## src/rtl/unified_mem_arbiter_if.sv

```systemverilog
// Request/memory bus bundle for unified_mem_arbiter: fetch port, data port and
// the shared single-port memory side. The arbiter connects through the slave modport.
interface unified_mem_arbiter_if #(
   parameter int ADDR_W = 16,
   parameter int DATA_W = 16
);
   logic              if_req;
   logic [ADDR_W-1:0] if_addr;
   logic [DATA_W-1:0] if_rdata;
   logic              if_ack;

   logic              d_req;
   logic              d_we;
   logic [ADDR_W-1:0] d_addr;
   logic [DATA_W-1:0] d_wdata;
   logic [DATA_W-1:0] d_rdata;
   logic              d_ack;

   logic              mem_req;
   logic              mem_we;
   logic [ADDR_W-1:0] mem_addr;
   logic [DATA_W-1:0] mem_wdata;
   logic [DATA_W-1:0] mem_rdata;
   logic              mem_ack;

   modport slave (
      input  if_req, if_addr, d_req, d_we, d_addr, d_wdata, mem_rdata, mem_ack,
      output if_rdata, if_ack, d_rdata, d_ack, mem_req, mem_we, mem_addr, mem_wdata
   );

   modport master (
      output if_req, if_addr, d_req, d_we, d_addr, d_wdata, mem_rdata, mem_ack,
      input  if_rdata, if_ack, d_rdata, d_ack, mem_req, mem_we, mem_addr, mem_wdata
   );
endinterface

```

## src/rtl/unified_mem_arbiter.sv

```systemverilog
// Round-robin arbiter sharing one single-port memory between fetch and load/store.
// Optional MEM_TIMEOUT_EN: abort an access after TIMEOUT unacknowledged cycles.
module unified_mem_arbiter #(
   parameter int ADDR_W  = 16,
   parameter int DATA_W  = 16,
   parameter int TIMEOUT = 15
) (
   input  logic                 clk,
   input  logic                 rst,
   unified_mem_arbiter_if.slave bus,
   output logic                 stall,
   output logic                 timeout_err
);
   typedef enum logic [1:0] {IDLE = 2'd0, BUSY_IF = 2'd1, BUSY_D = 2'd2} state_t;
   typedef enum logic {GRANT_IF = 1'b0, GRANT_D = 1'b1} grant_t;

   state_t            state_q, state_d;
   grant_t            last_q, last_d;
   logic              busy, done, abort;
   logic              if_ack_q, d_ack_q, mem_we_q;
   logic [ADDR_W-1:0] mem_addr_q;
   logic [DATA_W-1:0] mem_wdata_q, if_rdata_q, d_rdata_q, rd_value;

   assign busy     = (state_q != IDLE);
   assign done     = busy & (bus.mem_ack | abort);
   assign rd_value = abort ? DATA_W'(16'hDEAD) : bus.mem_rdata;

`ifdef MEM_TIMEOUT_EN
   localparam logic [3:0] TIMEOUT_CNT = 4'(TIMEOUT);

   logic [3:0] wait_q;
   logic       timeout_err_q;

   // a real ack on the final cycle still wins over the abort
   assign abort = busy & ~bus.mem_ack & (wait_q == TIMEOUT_CNT);

   always_ff @(posedge clk or negedge rst) begin
      if (!rst) begin
         wait_q        <= '0;
         timeout_err_q <= 1'b0;
      end else begin
         if (!busy)
            wait_q <= '0;
         else if (!bus.mem_ack)
            wait_q <= wait_q + 4'd1;
         if (abort)
            timeout_err_q <= 1'b1;
      end
   end

   assign timeout_err = timeout_err_q;
`else
   assign abort       = 1'b0;
   assign timeout_err = 1'b0;
`endif

   always_ff @(posedge clk or negedge rst) begin
      if (!rst) begin
         state_q <= IDLE;
         last_q  <= GRANT_D;
      end else begin
         state_q <= state_d;
         last_q  <= last_d;
      end
   end

   // last_grant only moves on collisions so the collision order alternates
   always_comb begin
      state_d = state_q;
      last_d  = last_q;
      unique case (state_q)
         IDLE: begin
            if (bus.if_req && bus.d_req) begin
               if (last_q == GRANT_D) begin
                  state_d = BUSY_IF;
                  last_d  = GRANT_IF;
               end else begin
                  state_d = BUSY_D;
                  last_d  = GRANT_D;
               end
            end else if (bus.if_req) begin
               state_d = BUSY_IF;
            end else if (bus.d_req) begin
               state_d = BUSY_D;
            end
         end
         BUSY_IF, BUSY_D: begin
            if (done)
               state_d = IDLE;
         end
         default: state_d = IDLE;
      endcase
   end

   always_ff @(posedge clk or negedge rst) begin
      if (!rst) begin
         if_ack_q    <= 1'b0;
         d_ack_q     <= 1'b0;
         mem_we_q    <= 1'b0;
         mem_addr_q  <= '0;
         mem_wdata_q <= '0;
         if_rdata_q  <= '0;
         d_rdata_q   <= '0;
      end else begin
         if_ack_q <= 1'b0;
         d_ack_q  <= 1'b0;
         if (state_q == IDLE) begin
            if (state_d == BUSY_IF) begin
               mem_addr_q <= bus.if_addr;
               mem_we_q   <= 1'b0;
            end else if (state_d == BUSY_D) begin
               mem_addr_q  <= bus.d_addr;
               mem_we_q    <= bus.d_we;
               mem_wdata_q <= bus.d_wdata;
            end
         end else if (done) begin
            mem_we_q <= 1'b0;
            if (state_q == BUSY_IF) begin
               if_ack_q   <= 1'b1;
               if_rdata_q <= rd_value;
            end else begin
               d_ack_q <= 1'b1;
               if (!mem_we_q)
                  d_rdata_q <= rd_value;
            end
         end
      end
   end

   assign bus.mem_req   = busy;
   assign bus.mem_we    = mem_we_q;
   assign bus.mem_addr  = mem_addr_q;
   assign bus.mem_wdata = mem_wdata_q;
   assign bus.if_ack    = if_ack_q;
   assign bus.if_rdata  = if_rdata_q;
   assign bus.d_ack     = d_ack_q;
   assign bus.d_rdata   = d_rdata_q;

   assign stall = (bus.if_req & ~if_ack_q) | (bus.d_req & ~d_ack_q);
endmodule

```

## src/flat_wrapper.sv

```systemverilog
// flat-port wrapper written by rule: the top's interface ports become plain ports
module unified_mem_arbiter_flat 
#(
   parameter int ADDR_W  = 16,
   parameter int DATA_W  = 16,
   parameter int TIMEOUT = 15
)
  (clk, rst, stall, timeout_err, bus_if_req, bus_if_addr, bus_d_req, bus_d_we, bus_d_addr, bus_d_wdata, bus_mem_rdata, bus_mem_ack, bus_if_rdata, bus_if_ack, bus_d_rdata, bus_d_ack, bus_mem_req, bus_mem_we, bus_mem_addr, bus_mem_wdata);
  unified_mem_arbiter_if #(.ADDR_W(ADDR_W), .DATA_W(DATA_W)) bus_i ();
  input  logic clk;
  input  logic rst;
  output logic stall;
  output logic timeout_err;
  input wire logic [$bits(bus_i.if_req)-1:0] bus_if_req;
  input wire logic [$bits(bus_i.if_addr)-1:0] bus_if_addr;
  input wire logic [$bits(bus_i.d_req)-1:0] bus_d_req;
  input wire logic [$bits(bus_i.d_we)-1:0] bus_d_we;
  input wire logic [$bits(bus_i.d_addr)-1:0] bus_d_addr;
  input wire logic [$bits(bus_i.d_wdata)-1:0] bus_d_wdata;
  input wire logic [$bits(bus_i.mem_rdata)-1:0] bus_mem_rdata;
  input wire logic [$bits(bus_i.mem_ack)-1:0] bus_mem_ack;
  output wire logic [$bits(bus_i.if_rdata)-1:0] bus_if_rdata;
  output wire logic [$bits(bus_i.if_ack)-1:0] bus_if_ack;
  output wire logic [$bits(bus_i.d_rdata)-1:0] bus_d_rdata;
  output wire logic [$bits(bus_i.d_ack)-1:0] bus_d_ack;
  output wire logic [$bits(bus_i.mem_req)-1:0] bus_mem_req;
  output wire logic [$bits(bus_i.mem_we)-1:0] bus_mem_we;
  output wire logic [$bits(bus_i.mem_addr)-1:0] bus_mem_addr;
  output wire logic [$bits(bus_i.mem_wdata)-1:0] bus_mem_wdata;
  assign bus_i.if_req = bus_if_req;
  assign bus_i.if_addr = bus_if_addr;
  assign bus_i.d_req = bus_d_req;
  assign bus_i.d_we = bus_d_we;
  assign bus_i.d_addr = bus_d_addr;
  assign bus_i.d_wdata = bus_d_wdata;
  assign bus_i.mem_rdata = bus_mem_rdata;
  assign bus_i.mem_ack = bus_mem_ack;
  assign bus_if_rdata = bus_i.if_rdata;
  assign bus_if_ack = bus_i.if_ack;
  assign bus_d_rdata = bus_i.d_rdata;
  assign bus_d_ack = bus_i.d_ack;
  assign bus_mem_req = bus_i.mem_req;
  assign bus_mem_we = bus_i.mem_we;
  assign bus_mem_addr = bus_i.mem_addr;
  assign bus_mem_wdata = bus_i.mem_wdata;
  unified_mem_arbiter #(.ADDR_W(ADDR_W), .DATA_W(DATA_W), .TIMEOUT(TIMEOUT)) u_core (.clk(clk), .rst(rst), .bus(bus_i), .stall(stall), .timeout_err(timeout_err));
endmodule
```

## config.mk

```make
export PLATFORM = sky130hd
export DESIGN_NAME = unified_mem_arbiter_flat
export DESIGN_NICKNAME = d
export VERILOG_FILES = /design/src/rtl/unified_mem_arbiter_if.sv /design/src/rtl/unified_mem_arbiter.sv /design/src/flat_wrapper.sv
export SDC_FILE = /design/constraint.sdc
export NUM_CORES = 1
export LEC_CHECK = 0
export CAP_MARGIN = 40
export CORE_UTILIZATION = 41
export CTS_CLUSTER_SIZE = 10
export DETAILED_ROUTE_END_ITERATION = 10
export PLACE_DENSITY = 0.86
export RECOVER_POWER = 100
export SYNTH_ARGS = -nofsm -noshare
export SYNTH_HDL_FRONTEND = slang
export SYNTH_SLANG_ARGS = --single-unit
```

## constraint.sdc

```tcl
create_clock -name clk -period 2.64 [get_ports clk]
set_clock_uncertainty 0.05 [all_clocks]
set_input_delay 0.792 -clock clk [delete_from_list [all_inputs] [get_ports clk]]
set_output_delay 0.792 -clock clk [all_outputs]
set_load 0.05 [all_outputs]
```

Yosys cells after proc, flatten, opt, wreduce, memory -nomap -nowiden
Index checks and enable logic that the tools add are counted.
{"block": "word_totals", "output_inout_bits": 70, "input_bits": 70, "reg_bits": 70, "elab_cells": 55}
{"block": "classes", "n_reduce_logical": 12, "bitwise_logic": 10, "mux": 19, "eq_ne": 5}
{"cell": "16-bit 2-to-1 mux", "n": 2}
{"cell": "1-bit 2-to-1 mux", "n": 11}
{"cell": "2-bit 2-to-1 mux", "n": 5}
{"cell": "1-bit NOT", "n": 6}
{"cell": "2-bit AND reduction", "n": 3}
{"cell": "3-bit AND reduction", "n": 2}
{"cell": "2-bit nonzero test", "n": 3}
{"cell": "2-bit by 1-bit == test with 1-bit output, second input constant", "n": 2}
{"cell": "2-bit == test, second input constant", "n": 2}
{"cell": "2-bit case mux with 2 select lines", "n": 1}
{"cell": "4-bit AND reduction", "n": 1}
{"cell": "1-bit AND", "n": 3}
{"cell": "3-bit != test, second input constant", "n": 1}
{"cell": "2-bit zero test", "n": 1}
{"cell": "2-bit OR reduction", "n": 1}
{"cell": "1-bit logical AND", "n": 1}
{"cell": "1-bit bitwise OR", "n": 1}

Longest topological paths before layout
{"block": "depth", "word_depth": 8, "depth_mapped": 10, "mapped_depth_nobuf": 9}

Worst setup path after synthesis
No wires, ideal clock.
{"block": "synth_path", "path_type": "register -> register", "startpoint": "reg u_core.state_q[0]", "endpoint": "reg u_core.mem_wdata_q[10] (netlist: u_core.bus.mem_wdata[10])", "stages_incl_launch_ff": 10, "synth_period_minus_slack_ns": 2.611, "t_arrival_ns": 2.437, "slack_ns": 0.029, "n_path_buf": 1, "required_ns": 2.465, "setup_time_ns": 0.125, "cell_sequence": "dfrtp_1 inv_1 ha_1 inv_1 nor2_1 a32o_1 ha_1 nand2_2 buf_2 mux2_2"}
{"block": "synth_between", "elab_chain_len": 7, "word_cells_on_any_way": 15, "classes_between": "eq/ne: 4; mux: 5; bitwise: 2; reduce/logical: 4"}
{"element": "start, declared", "line_no": "unified_mem_arbiter.sv:17", "text": "state_t state_q, state_d;"}
{"element": "start signal, assigned", "line_no": "unified_mem_arbiter.sv:62", "text": "state_q <= state_d;"}
{"element": "2-bit nonzero test *", "line_no": "unified_mem_arbiter.sv:24", "text": "assign busy = (state_q != IDLE);"}
{"element": "named net bus_mem_req", "line_no": "flat_wrapper.sv:26", "text": "output wire logic [$bits(bus_i.mem_req)-1:0] bus_mem_req;"}
{"element": "1-bit AND *", "line_no": "unified_mem_arbiter.sv:25", "text": "assign done = busy & (bus.mem_ack | abort);"}
{"element": "2-bit 2-to-1 mux *", "line_no": "unified_mem_arbiter.sv:88", "text": "if (done)"}
{"element": "2-bit case mux with 2 select lines *", "line_no": "unified_mem_arbiter.sv:71", "text": "unique case (state_q)"}
{"element": "named net u_core.state_d[1]", "line_no": "unified_mem_arbiter.sv:17"}
{"element": "2-bit by 1-bit == test with 1-bit output", "line_no": "unified_mem_arbiter.sv:108", "text": "if (state_d == BUSY_IF) begin"}
{"element": "1-bit NOT (no source line)"}
{"element": "3-bit AND reduction (no source line) *"}
{"element": "end signal, assigned", "line_no": "unified_mem_arbiter.sv:114", "text": "mem_wdata_q <= bus.d_wdata;"}
{"element": "end, declared", "line_no": "unified_mem_arbiter.sv:22", "text": "logic [DATA_W-1:0] mem_wdata_q, if_rdata_q, d_rdata_q, rd_value;"}
The timed path passes the listed nets; every way through them passes the cells marked *.
A chain may end at the register's enable or synchronous reset.

Worst setup path after layout
{"block": "layout_path", "startpoint": "reg u_core.mem_we_q (netlist: u_core.bus.mem_we)", "endpoint": "out bus_mem_we"}
{"element": "start, declared", "line_no": "unified_mem_arbiter.sv:20", "text": "logic if_ack_q, d_ack_q, mem_we_q;"}
{"element": "start signal, assigned", "line_no": "unified_mem_arbiter.sv:113", "text": "mem_we_q <= bus.d_we;"}
{"element": "end, declared", "line_no": "flat_wrapper.sv:27", "text": "output wire logic [$bits(bus_i.mem_we)-1:0] bus_mem_we;"}
No word-level cell between the ends.

==> flow_metrics.env <==
export IMPL_syn_area_per_cell_sq_um=13.82
export IMPL_ys_seq_elements=70
export IMPL_dr_pass1_iters=4
export IMPL_fillers=543
export IMPL_worstPathBufferInverterCount=1
export IMPL_critical_path_class="flop to output port"
export IMPL_min_period_ps=2489
export IMPL_cts_root_buf="clkbuf_8"
export IMPL_worstMarginPinSlew_ps=1417
export IMPL_numPortBuffers=138
export IMPL_cts_tree="yes"
export IMPL_synth_top_area_share_pct=58.67
export IMPL_drive_gt1_share_pct=20.54
export IMPL_dieArea_sq_um=7520
export IMPL_dp_slack_ps=-108.9
export IMPL_postCtsHoldBufs=0
export IMPL_cts_buffer_depth=2
export IMPL_rrSetupSlack_ps=290
export IMPL_ios=140
export IMPL_setup_violations_final=0
export IMPL_synth_area_leaders="dfrtp_1 59%, mux2_2 18%, mux2i_1 5.4%"
export IMPL_synth_compound_area_share_pct=5.102
export IMPL_route_detailed_wl_per_inst_um=13.79
export IMPL_place_congestion=0.7360
export IMPL_vias=2197
export IMPL_critPathSlowestCell="dlygate4sd3_1"
export IMPL_period_share_pct=94.29
export IMPL_placed_area_sq_um=4552
export IMPL_worst_path_largest_cell_delay_ps=900
export IMPL_n_antenna_cell=0
export IMPL_synth_area_sq_um=2943
export IMPL_ys_types=28
export IMPL_crit_required_ps=1800
export IMPL_crit_fanout=4
export IMPL_status="finished clean"
export IMPL_rsz0062_at_grt="no"
export IMPL_ant_nets=0
export IMPL_numCtsBuffers=9
export IMPL_ys_seq_area_share_pct=59.57
export IMPL_maxCapViolCount=0
export IMPL_rows=30
export IMPL_syn_nets=289
export IMPL_grtUsageTotal_pct=18.56
export IMPL_cpLargestDelayFamily="buffers and inverters"
export IMPL_dieWidth_um=86.72
export IMPL_place_hpwl_um=5079
export IMPL_synth_fa_ha_area_share_pct=2.551
export IMPL_synth_top_family_by_area="multiplexers"
export IMPL_layout_nets=441
export IMPL_htree_levels=3
export IMPL_layout_common_cells="69 x dfrtp_1, 68 x dlygate4sd3_1, 65 x clkdlybuf4s50_1"
export IMPL_drcViolationCount=0
export IMPL_holdCritPathClass="input pin to async pin"
export IMPL_grt_pass1_wl_um=10650
export IMPL_final_util_pct=68.21
export IMPL_fp_dieH_um=86.72
export IMPL_max_slew_margin_pct=5.523
export IMPL_synthSimpleGateAreaFrac_pct=5.867
export IMPL_synth_top_cell_by_area="dfrtp_1"
export IMPL_stdcell_area_sq_um=4686
export IMPL_core_sq_um=6869
export IMPL_finalMaxSlewViolations=0
export IMPL_viasPerCell=4.715
export IMPL_fmax_mhz=401.7
export IMPL_crit_arrival_ps=1650
export IMPL_start_util_pct=42.84
export IMPL_grt_overflow=0
export IMPL_final_setup_worst_slack_ps=150.8
export IMPL_netlist_instances=213
export IMPL_drt_total_wl_um=6424
export IMPL_clk_latency_ps=320
export IMPL_antenna_found_initial=0
export IMPL_cp_start_kind="flop"
export IMPL_grt_pass1_vias=2326
export IMPL_synth_mux_area_share_pct=23.81
export IMPL_grt_max_degree=33
export IMPL_cp_end_kind="output port"
export IMPL_syn2layout_area_growth_pct=59.23
export IMPL_synthXorXnorAreaFrac_pct=0.2976
export IMPL_yosysWarningCount=0
export IMPL_fin_hold_ws_ps=400.1
export IMPL_final_common_cell="dfrtp_1"
export IMPL_path_clk_slew_ps=70
export IMPL_finalHoldViolCount=0
export IMPL_cts_sinks=70
export IMPL_drt_first_iter_violations=79
export IMPL_cts_setup_buffers=0
export IMPL_cp_cell_sequence="dlygate4sd3_1"
cell usage after synthesis:
library cell  count
dfrtp_1          69
mux2_2           48
nand2_1          18
mux2i_1          16
o21ai_0          16
ha_1              6
inv_1             5
o22ai_1           4
buf_2             3
clkbuf_1          3
nand2b_1          3
nor2_1            3
a32o_1            2
a32oi_1           2
nand2_2           2
a22oi_1           1
and2_1            1
buf_4             1
buf_6             1
buf_8             1
conb_1            1
dfstp_2           1
nand2b_4          1
nand3_1           1
nor2b_4           1
nor3_4            1
or2b_1            1
xnor2_1           1
layer usage:
| layer | vias to the layer above | track usage (%) | part of all wire (%) |
|---|---|---|---|
| met5 | - | 0 | 0 |
| met4 | 0 | 7.727 | 1.2 |
| met3 | 9 | 5.810 | 8.3 |
| met2 | 93 | 32.97 | 52 |
| met1 | 1044 | 20.55 | 39 |
| li1 | 1051 | - | - |
final timing paths:
| kind | startpoint | to | cells after the start |
|---|---|---|---|
| worst min-delay path | rst | u_core.bus.if_rdata[5] | 1 |
| worst max-delay path | u_core.bus.mem_we | bus_mem_we | 1 |
| max in group asynchronous | rst | u_core.bus.mem_wdata[5] | 2 |
| min in group clk | u_core.bus.mem_addr[8] | u_core.bus.mem_addr[8] | 2 |
| worst min register to register | u_core.bus.mem_addr[8] | u_core.bus.mem_addr[8] | 2 |
| worst max register to register | u_core.state_q[1] | u_core.bus.mem_addr[7] | 10 |
what timing repair did:
| action | 4_1_cts | 5_1_grt |
|---|---|---|
| pin swaps | 0 | 0 |
| endpoints found under the setup margin | 1 | 1 |
| resized for setup | 2 | 1 |
| gates cloned | 0 | 0 |
| hold endpoints to repair | 0 | 0 |
state kept, by name, summed over array words and instances (netlist names):
| signal | count |
|---|---|
| u_core.bus.d_rdata | 16 |
| u_core.bus.if_rdata | 16 |
| u_core.bus.mem_addr | 16 |
| u_core.bus.mem_wdata | 16 |
| u_core.state_q | 2 |
| u_core.bus.d_ack | 1 |
| u_core.bus.if_ack | 1 |
| u_core.bus.mem_we | 1 |
| u_core.last_q | 1 |
through the flow:
step / setup TNS, ps / cells
floorplan: 0 / 213
global placement: -1709 / 450
detailed placement: -2951 / 450
CTS: 0 / 466
global route: 0 / 466
finish: 0 / 466
cell families (layout without fill, tap and decap cells):
| logic type | after synthesis | after routing |
|---|---|---|
| XOR/XNOR | 1 | 1 |
| multiplexers | 64 | 64 |
| AO/OA/AOI/OAI | 25 | 25 |
| buffers and inverters | 14 | 171 |
| adder cells (fa/ha/maj) | 6 | 6 |
| other | 1 | 1 |
| AND/OR/NAND/NOR | 32 | 32 |
| flip-flops | 70 | 70 |
final cells by class:
type | count | area (sq um) | share of cell area, %
inverter | 5 | 18.77 | 0.4005
clock inverter | 6 | 86.33 | 1.842
tap | 96 | 120.1 | 2.563
timing repair buffer | 150 | 1479 | 31.56
clock buffer | 10 | 127.6 | 2.724
sequential | 70 | 1753 | 37.41
multi-input combinational | 129 | 1101 | 23.50
Power is not shown: default switching activity piles up to over one toggle a cycle in this logic, so the estimate is an artifact.
